`src/rtl/edge_gen.sv`:
```
// edge_gen: drives a single registered line `a` to a commanded level and
// then holds it for a programmable number of extra cycles before the next
// command may be taken. A command asking for the level already on `a` is
// rejected with a one-cycle err pulse.
//
// Optional feature: define EDGE_GEN_ECHO_EN to add the rise_o / down_o
// echo pulses, which mark the first cycle a shows a command-driven new level.
module edge_gen #(
  parameter logic IDLE_LEVEL = 1'b1,
  parameter int   HOLD_W     = 8
) (
  input  logic              clk,
  input  logic              rst,
  input  logic              req_valid,
  output logic              req_ready,
  input  logic              req_dir,
  input  logic [HOLD_W-1:0] req_hold,
  output logic              a,
  output logic              busy,
  output logic              err
`ifdef EDGE_GEN_ECHO_EN
  ,
  output logic              rise_o,
  output logic              down_o
`endif
);

  typedef enum logic [0:0] {
    IDLE = 1'b0,
    HOLD = 1'b1
  } state_t;

  state_t            state_r;
  logic [HOLD_W-1:0] cnt_r;
  logic              a_r;
  logic              err_r;
  logic              rise_r;
  logic              down_r;
  logic              accept_s;
  logic              same_s;

  // Handshake decode: ready only in IDLE and never while reset is applied.
  always_comb begin
    req_ready = 1'b0;
    accept_s  = 1'b0;
    same_s    = 1'b0;
    if ((state_r == IDLE) && !rst) begin
      req_ready = 1'b1;
      accept_s  = req_valid;
      same_s    = (req_dir == a_r);
    end else begin
      req_ready = 1'b0;
      accept_s  = 1'b0;
      same_s    = 1'b0;
    end
  end

  // Command FSM: level update, hold countdown, error and echo pulses.
  always_ff @(posedge clk) begin
    if (rst) begin
      state_r <= IDLE;
      cnt_r   <= {HOLD_W{1'b0}};
      a_r     <= IDLE_LEVEL;
      err_r   <= 1'b0;
      rise_r  <= 1'b0;
      down_r  <= 1'b0;
    end else begin
      err_r  <= 1'b0;
      rise_r <= 1'b0;
      down_r <= 1'b0;
      case (state_r)
        IDLE: begin
          if (accept_s) begin
            if (same_s) begin
              // Level already present: flag it, keep level, ignore hold.
              err_r <= 1'b1;
            end else begin
              a_r    <= req_dir;
              rise_r <= req_dir;
              down_r <= ~req_dir;
              if (req_hold != {HOLD_W{1'b0}}) begin
                cnt_r   <= req_hold;
                state_r <= HOLD;
              end else begin
                state_r <= IDLE;
              end
            end
          end else begin
            state_r <= IDLE;
          end
        end
        HOLD: begin
          // The <= 1 test also covers an impossible zero count, so the
          // counter can never wrap below zero.
          if (cnt_r <= {{(HOLD_W-1){1'b0}}, 1'b1}) begin
            cnt_r   <= {HOLD_W{1'b0}};
            state_r <= IDLE;
          end else begin
            cnt_r   <= cnt_r - {{(HOLD_W-1){1'b0}}, 1'b1};
          end
        end
        default: begin
          state_r <= IDLE;
          cnt_r   <= {HOLD_W{1'b0}};
        end
      endcase
    end
  end

  assign a    = a_r;
  assign busy = (state_r == HOLD);
  assign err  = err_r;

`ifdef EDGE_GEN_ECHO_EN
  assign rise_o = rise_r;
  assign down_o = down_r;
`endif

endmodule

```
`config.mk`:
```
export PLATFORM = sky130hd
export DESIGN_NAME = edge_gen
export DESIGN_NICKNAME = d
export VERILOG_FILES = /design/src/rtl/edge_gen.sv
export SDC_FILE = /design/constraint.sdc
export NUM_CORES = 1
export LEC_CHECK = 0
export ABC_CLOCK_PERIOD_IN_PS = 1950
export BUFFER_PORTS_ARGS = -buffer_cell sky130_fd_sc_hd__buf_2
export CORE_MARGIN = 2
export CORE_UTILIZATION = 45
export DETAILED_ROUTE_END_ITERATION = 16
export GPL_TIMING_DRIVEN = 1
export PLACE_DENSITY = 0.68
export SETUP_SLACK_MARGIN = 0.05
export SYNTH_ARGS = -nofsm -noshare
export SYNTH_HDL_FRONTEND = slang
export SYNTH_SLANG_ARGS = --single-unit
```
`constraint.sdc`:
```
create_clock -name clk -period 1.95 [get_ports clk]
set_input_delay 0.2925 -clock clk [delete_from_list [all_inputs] [get_ports clk]]
set_output_delay 0.2925 -clock clk [all_outputs]
set_load 0.05 [all_outputs]
```
==> results of run 1 <==
-- layout make-up --
type | count | area, sq um | share of cell area, %
inverter | 9 | 33.78 | 3.930
clock buffer | 4 | 26.28 | 3.057
sequential | 11 | 222.7 | 25.91
tap | 16 | 20.02 | 2.329
timing repair buffer | 21 | 120.1 | 13.97
multi-input combinational | 58 | 436.7 | 50.80
-- state kept, by name, indices dropped and copies added, names as in the netlist --
register	flops
err	1
busy	1
cnt_r	8
a	1
-- power by group through the flow --
stage / registers [uW] / logic, uW / clock network (uW)
after floorplan: 278 / 147 / 0
after global placement: 265 / 217 / 0
after detailed placement: 266 / 216 / 0
after CTS: 261 / 217 / 165
after global routing: 264 / 239 / 170
final: 262 / 220 / 157
-- worst paths after layout --
path / to / slack [ns] / depth (start not counted)
min: a / 0.30 / 3
min reg2reg: cnt_r[0] / 0.50 / 1
max reg2reg: cnt_r[2] / 0.13 / 6
max: cnt_r[2] / 0.13 / 6
-- stage by stage --
stage               util (%)  hold slack [ns]  area, sq um
floorplan                  -           0.4384        715.7
global placement       55.88           0.4783        832.0
detailed placement     55.88           0.4842        832.0
CTS                    57.65           0.2953        858.3
global route           57.73           0.3096        859.6
finish                 57.73           0.2994        859.6
-- layout by cell type (no fill, tap or decap), types with 3 or more instances in the layout --
cell type and count:
nand3_1 4, o21ai_0 3, dfxtp_1 9, nand2_1 4
o32ai_1 4, nor2_1 4, buf_4 6, inv_1 9
mux2i_1 5, nor4_1 3, clkbuf_4 3, buf_2 15
-- layer usage --
metal	GRT usage, %	vias to the layer above	share of wire [%]
li1	-	352	-
met1	27.16	323	49
met2	29.12	30	45
met3	3.750	2	5.5
met4	5.455	0	0.57
met5	0	-	0
-- worst max-delay path: cells and delay by family, from the launching register on --
kind	cells	cell delay (ns)
fa+ha+maj	1	0.23
compound gates	3	0.75
buf+inv	1	0.05
flops	1	0.36
simple gates	1	0.35
-- cell families after synthesis --
logic type / after synthesis / synth area share [%]
AND/OR/NAND/NOR: 27 / 20.67
AO/OA/AOI/OAI: 22 / 27.50
buffers and inverters: 12 / 8.055
flip-flops: 11 / 30.82
multiplexers: 5 / 7.006
XOR/XNOR: 2 / 2.452
adder cells (fa/ha/maj): 2 / 3.502
==> results.tsv, run 1 <==
stage	metric	value	unit
routing	DR iter-0 viols	30	
routing	DRT Pass-1 Iters	4	
critical_path	Crit Path Max Fanout	6	
power	net switching power	223.9	uW
grt	number of global-route vias before repair	617	
floorplanning	core footprint	1489	sq um
yosys	Post-synth EDFFs	0	
routing	wire length per cell	14.80	microns
floorplanning	Starting Density	47.98	%
power	peak supply drop	0.3357	mV
critical_path	r2r startpoint	cnt_r[0]	
critical_path	CP endpoint kind	flop	
cts	setup repair bufs after CTS	0	
critical_path	CP startpoint	cnt_r[0]	
timing	Slew @ Worst Pin	0.5971	ns
critical_path	CP max stage delay	0.36	ns
yosys	Cells after Synth	81	
timing	Max Slew Vio Count	0	
yosys	Yosys warnings	0	
floorplanning	io pins	16	
placement	RD Place Congestion	0.8455	
critical_path	critical path's slowest cell	dfxtp_2	
routing	routed vias	707	
yosys	Yosys cell types	35	
cts	clock buffer depth	2	
grt	initial antenna violation count	0	
power	Leak Pwr	0.0003635	uW
yosys	Syn Area/Cell	8.820	sq um
power	Switching Fraction	35.08	%
yosys	Mapped Nets	95	
timing	final setup fails	0	
floorplanning	FP Rows	14	
timing	period utilization	93.43	%
worst_hold_path	min-delay worst type	in -> reg	
grt	pin count of the biggest net entering global routing	14	
grt	GRT Overall Usage	19.08	%
grt	first-pass GRT wire length	2.725	mm
critical_path	startpoint types	flop	
cells_and_area	layout cells sized above 1	33.98	%
floorplanning	die footprint	1922	sq um
yosys	sequential element share of the synthesized area	30.82	%
power	cell area power density	742.5	nW/um^2
cts	later-pin clock latency in the skew report	0.26	ns
cts	TritonCTS clock tree	built	
yosys	Mapped Area	714.4	sq um
critical_path	cell chain of the critical path	inv_1 > ha_1 > or2_2 > a31o_2 > o32a_1 > o32ai_1	
cells_and_area	final std cells w/o fill	119	
cts	hold buffers post-CTS	0	
cts	CTS buffer count	3	
placement	Final HPWL DP	1.323	mm
yosys	largest area contributor in the netlist	dfxtp_1	
grt	gr ovfl total	0	
cts	clock-pin slew on the worst setup and hold paths	0.07	ns
placement	worst slack, placed	0.08044	ns
timing	final setup TNS	0	ns
critical_path	CP arrival	2.00	ns
cells_and_area	Layout fillers	138	
power	Seq pwr share	41.0	%
timing	Clock Skews	0.003193	ns
outcome	run status	completed	
yosys	Yosys top cell area share	30.82	%
critical_path	Crit Path Category	reg -> reg	
cts	H-tree depth	1	
yosys	most common cell in the netlist	dfxtp_1	
timing	Max Fclk	548.9	MHz
cts	Clock Tree Root	clkbuf_4	
routing	Final ANT Viol Nets	0	
cts	Post-CTS Resized	0	
timing	post-layout min period	1.822	ns
placement	Port-buffer cells	15	
power	cell-internal power	414.4	uW
flow_run	# Max-Cap Violations	0	
yosys	FF+latch count, synth	11	
floorplanning	Die H	43.85	microns
routing	Via-to-Cell Ratio	5.941	
critical_path	Worst Path Required	2.13	ns
timing	worst setup margin	0.1281	ns
placement	dpl cells	115	
worst_hold_path	hold_sp	req_dir	
power	Clk pwr share	24.5	%
yosys	main flop type after synthesis	dfxtp_1	
routing	residual DRC count	0	
timing	RSZ-0062 raised after global routing	false	
yosys	Async S/R FF share, synth	0	%
yosys	top cells by count, synth	dfxtp_1 (11), inv_1 (9), mux2i_1 (5)	
timing	Final Hold Viols	0	
cells_and_area	Final nets	118	
routing	drt total wl	1.761	mm
power	total power	638.2	uW
floorplanning	Die W	43.85	microns
yosys	top cells by area, synth	dfxtp_1 (31%), mux2i_1 (7.0%), o32ai_1 (4.9%)	
power	Comb pwr share	34.5	%
cells_and_area	number of diodes	0	
cts	total clock sinks	11	
cells_and_area	Area Growth Syn to Fin	20.32	%
timing	Rel. slew slack	59.82	%
Power figures use the tool's default switching activity.
==> run 2: changes to the inputs <==
RECOVER_POWER = 25   (was not set)
==> run 2 against run 1 <==
Highest routed layer unchanged. Setup slack gained 0.0052 ns. Register-to-register slack hardly changed. Largest power group unchanged. Critical path type unchanged. Combinational power hardly changed. Sequential cell count unchanged. Worst hold slack about the same. Die area did not move. Power shrank 0.24%.
==> results.tsv, run 2 (synthesized netlist as in run 1, its figures left out) <==
stage	metric	value	unit
floorplanning	FP Rows	14	
routing	wire length per cell	14.78	microns
cts	clock-pin slew on the worst setup and hold paths	0.08	ns
cells_and_area	Area Growth Syn to Fin	19.61	%
timing	Max Slew Vio Count	0	
placement	area post-placement	832.0	sq um
cells_and_area	number of diodes	0	
cells_and_area	most common cell after layout, fill and taps aside	buf_2	
cts	total clock sinks	11	
timing	Rel. slew slack	60.03	%
critical_path	Crit Path Category	reg -> reg	
placement	RD Place Congestion	0.8455	
cells_and_area	Final nets	118	
timing	RSZ-0062 raised after global routing	false	
cts	TritonCTS clock tree	built	
timing	final setup TNS	0	ns
routing	Via-to-Cell Ratio	5.983	
routing	DR iter-0 viols	32	
routing	wl on met1	868	microns
timing	Slew @ Worst Pin	0.5941	ns
grt	initial antenna violation count	0	
grt	pin count of the biggest net entering global routing	14	
routing	routed vias	712	
critical_path	Crit Path Max Fanout	6	
routing	met3 wire len	101	microns
cts	clock buffer depth	2	
timing	Clock Skews	0.003405	ns
floorplanning	io pins	16	
worst_hold_path	Hold EP	a	
floorplanning	Starting Density	47.98	%
grt	gr ovfl total	0	
placement	Final HPWL DP	1.323	mm
critical_path	CP arrival	2.00	ns
cells_and_area	layout cells sized above 1	32.04	%
grt	GRT Overall Usage	19.08	%
critical_path	RR Endpoint	cnt_r[2]	
routing	drt total wl	1.759	mm
critical_path	CP endpoint kind	flop	
floorplanning	core footprint	1489	sq um
placement	Port-buffer cells	15	
critical_path	r2r setup slk	0.13	ns
routing	DRT Pass-1 Iters	4	
power	Leak Pwr	0.0003559	uW
critical_path	startpoint types	flop	
timing	post-layout min period	1.817	ns
power	cell area power density	745.0	nW/um^2
flow_run	# Max-Cap Violations	0	
outcome	run status	completed	
cts	H-tree depth	1	
worst_hold_path	hold_sp	req_dir	
worst_hold_path	min-delay worst type	in -> reg	
grt	number of global-route vias before repair	617	
worst_hold_path	Hold Path Cell Cnt	3	
cells_and_area	final instance area	854.6	sq um
timing	final setup fails	0	
critical_path	r2r startpoint	cnt_r[0]	
critical_path	R2R depth	6	
power	peak supply drop	0.3316	mV
timing	Max Fclk	550.4	MHz
grt	first-pass GRT wire length	2.725	mm
cts	hold buffers post-CTS	0	
floorplanning	Die H	43.85	microns
routing	Max Used Layer	met4	
cts	CTS buffer count	3	
cts	Clock Tree Root	clkbuf_4	
timing	Final Hold Viols	0	
routing	met2 WL post-DR	778	microns
routing	Final ANT Viol Nets	0	
floorplanning	Die W	43.85	microns
cts	later-pin clock latency in the skew report	0.26	ns
critical_path	Worst Path Required	2.13	ns
cells_and_area	most frequent cells in the layout	buf_2 (14), inv_1 (9), dfxtp_1 (9)	
cells_and_area	Top reg by flops	cnt_r	
cells_and_area	max reg flops	8	
floorplanning	die footprint	1922	sq um
timing	period utilization	93.16	%
routing	residual DRC count	0	
[run 2: through the flow]
stage	utilization (%)	std cells	worst slack [ns]	total power [uW]	hold slack, ns
floorplan	-	81	0.08692	425.8	0.4384
global placement	55.88	115	0.1591	481.5	0.4783
detailed placement	55.88	115	0.08044	481.8	0.4842
CTS	57.65	119	0.08359	642.4	0.2953
global route	57.39	119	0.05503	670.8	0.3096
finish	57.39	119	0.1333	636.7	0.2993
[run 2: report_power, final]
part	internal (uW)	switching, uW
logic	89.7	129
registers	244	17.4
clock network	78.9	77.7
[run 2: how the worst max path moves through the flow]
stage	startpoint	end	slack (ns)	cells after the start
2_1_floorplan	busy	cnt_r[1]	0.09	5
3_3_place_gp	cnt_r[0]	cnt_r[2]	0.16	6
3_5_place_dp	cnt_r[0]	cnt_r[2]	0.08	6
4_1_cts	cnt_r[0]	cnt_r[2]	0.08	6
5_1_grt	cnt_r[0]	cnt_r[2]	0.06	6
6_report	cnt_r[0]	cnt_r[2]	0.13	6
[run 2: critical path, cell delays in order, from the launching register on]
cell and delay, ns:
dfxtp_2 0.36, inv_1 0.05, ha_1 0.23, or2_2 0.35, a31o_2 0.26, o32a_1 0.29, o32ai_1 0.20
[run 2: final cells by class]
| cell class | count | area, sq um |
|---|---|---|
| clock buffer | 4 | 26.28 |
| fill | 137 | 634.4 |
| inverter | 9 | 33.78 |
| multi-input combinational | 58 | 436.7 |
| sequential | 11 | 222.7 |
| tap | 16 | 20.02 |
| timing repair buffer | 21 | 115.1 |
[run 2: routing by layer]
layer,vias to the layer above,global-route usage [%]
li1,352,-
met1,326,27.16
met2,32,29.12
met3,2,3.750
met4,0,5.455
met5,-,0
[run 2: repair_timing]
item / CTS / global route
gates resized for setup: 0 / 1
hold endpoints to repair: 0 / 0
setup buffers: 0 / 0
endpoints found under the setup margin: 0 / 2
==> run 3: changes to the inputs <==
CORE_MARGIN = not set   (was 2)
==> run 3 against run 2 <==
Clock power about the same. Cell count down 1.7%. Power up 0.72%. Setup slack better by 0.073 ns.
==> results.tsv, run 3 (synthesized netlist as in run 1, its figures left out) <==
stage	metric	value	unit
cts	clock-pin slew on the worst setup and hold paths	0.07	ns
critical_path	Crit Path Category	reg -> reg	
grt	pin count of the biggest net entering global routing	14	
flow_run	# Max-Cap Violations	0	
cells_and_area	Area Growth Syn to Fin	20.14	%
floorplanning	Die H	41.85	microns
floorplanning	FP Rows	14	
routing	residual DRC count	0	
cells_and_area	max reg flops	8	
cts	Post-CTS Resized	0	
routing	DR iter-0 viols	16	
timing	period utilization	89.44	%
critical_path	r2r setup slk	0.21	ns
cells_and_area	Layout fillers	137	
timing	Slew @ Worst Pin	0.6230	ns
grt	GRT Overall Usage	20.54	%
critical_path	r2r startpoint	cnt_r[0]	
critical_path	RR Endpoint	cnt_r[2]	
timing	Max Slew Vio Count	0	
timing	minimum hold slack	0.2961	ns
grt	gr ovfl total	0	
routing	routed vias	699	
floorplanning	core footprint	1489	sq um
cells_and_area	most common cell after layout, fill and taps aside	buf_2	
critical_path	Crit Path Max Fanout	6	
critical_path	CP endpoint kind	flop	
cts	total clock sinks	11	
cells_and_area	Reg area	222.7	sq um
critical_path	startpoint types	flop	
cells_and_area	number of diodes	0	
cells_and_area	utilization after layout	57.65	%
cts	clock buffer depth	2	
routing	wire length per cell	14.36	microns
power	peak supply drop	0.4916	mV
timing	Final Hold Viols	0	
worst_hold_path	hold_sp	req_dir	
cells_and_area	Final nets	116	
timing	RSZ-0062 raised after global routing	false	
grt	number of global-route vias before repair	649	
cts	Clock Tree Root	clkbuf_4	
floorplanning	Starting Density	47.98	%
floorplanning	io pins	16	
cells_and_area	area occupied by multi-input gates	455.4	sq um
timing	worst setup margin	0.2060	ns
cts	setup repair bufs after CTS	0	
power	Leak Pwr	0.0003515	uW
routing	DRT Pass-1 Iters	4	
critical_path	CP arrival	1.93	ns
grt	initial antenna violation count	0	
routing	Via-to-Cell Ratio	5.974	
critical_path	Worst Path Required	2.13	ns
cells_and_area	layout cells sized above 1	31.68	%
placement	worst slack, placed	0.1025	ns
floorplanning	Die W	41.85	microns
cts	later-pin clock latency in the skew report	0.26	ns
timing	final setup fails	0	
outcome	run status	completed	
placement	Final HPWL DP	1.287	mm
cts	CTS buffer count	3	
critical_path	R2R depth	6	
timing	post-layout min period	1.744	ns
routing	drt total wl	1.680	mm
floorplanning	die footprint	1751	sq um
timing	Rel. slew slack	58.09	%
cells_and_area	most frequent cells in the layout	buf_2 (14), inv_1 (9), dfxtp_1 (9)	
power	cell area power density	747.1	nW/um^2
cells_and_area	Top reg by flops	cnt_r	
timing	Max Fclk	573.4	MHz
timing	final setup TNS	0	ns
cts	hold buffers post-CTS	0	
placement	RD Place Congestion	0.7922	
cts	H-tree depth	1	
cts	TritonCTS clock tree	built	
routing	Final ANT Viol Nets	0	
worst_hold_path	Hold Path Cell Cnt	3	
worst_hold_path	Hold EP	a	
placement	Port-buffer cells	15	
timing	Clock Skews	0.001207	ns
grt	first-pass GRT wire length	2.815	mm
worst_hold_path	min-delay worst type	in -> reg	
[run 3: cell count changes in the layout (fill, tap and decap cells not counted)]
cell | previous run | this run
a31o_4 | 0 | 1
or2_2 | 2 | 1
o32ai_1 | 4 | 3
o32ai_2 | 0 | 1
a31o_2 | 2 | 1
buf_4 | 5 | 3
or2_4 | 0 | 1
[run 3: power breakdown]
part	total (uW)	internal (uW)	switching, uW
clock	155	79.1	75.7
sequential	261	244	17.2
combinational	225	92.8	133
[run 3: critical path: stages (launching register included)]
cell and delay, ns:
dfxtp_2 0.36, inv_1 0.05, ha_1 0.24, or2_4 0.29, a31o_4 0.25, o32a_1 0.30
o32ai_2 0.19
[run 3: metal layers]
metal | GRT usage [%] | vias up | share of wire, %
met1 | 29.46 | 323 | 51
met5 | 0 | - | 0
met4 | 7.742 | 0 | 0
li1 | - | 354 | -
met2 | 30.94 | 22 | 44
met3 | 3.043 | 0 | 4.5
[run 3: area by class of cell]
type,count,share of cell area (%)
Sequential cell,11,25.95
Tap cell,16,2.332
Clock buffer,4,3.061
Multi-Input combinational cell,58,53.06
Inverter,9,3.936
Timing Repair Buffer,19,11.66
[run 3: stage by stage]
stage          power [uW]  std cells  instance area (sq um)
6_report            641.3        117                  858.3
5_1_grt             685.5        117                  858.3
4_1_cts             639.7        117                  843.3
3_5_place_dp        480.1        113                  817.0
3_3_place_gp        478.7        113                  817.0
2_1_floorplan       425.8         81                  715.7
[run 3: how the worst max path moves through the flow]
stage,from,endpoint,slack [ns],cells after the start
5_1_grt,cnt_r[0],cnt_r[2],0.12,6
3_3_place_gp,cnt_r[0],cnt_r[2],0.16,6
3_5_place_dp,cnt_r[0],cnt_r[2],0.10,6
4_1_cts,cnt_r[0],cnt_r[2],0.08,6
6_report,cnt_r[0],cnt_r[2],0.21,6
2_1_floorplan,busy,cnt_r[1],0.09,5
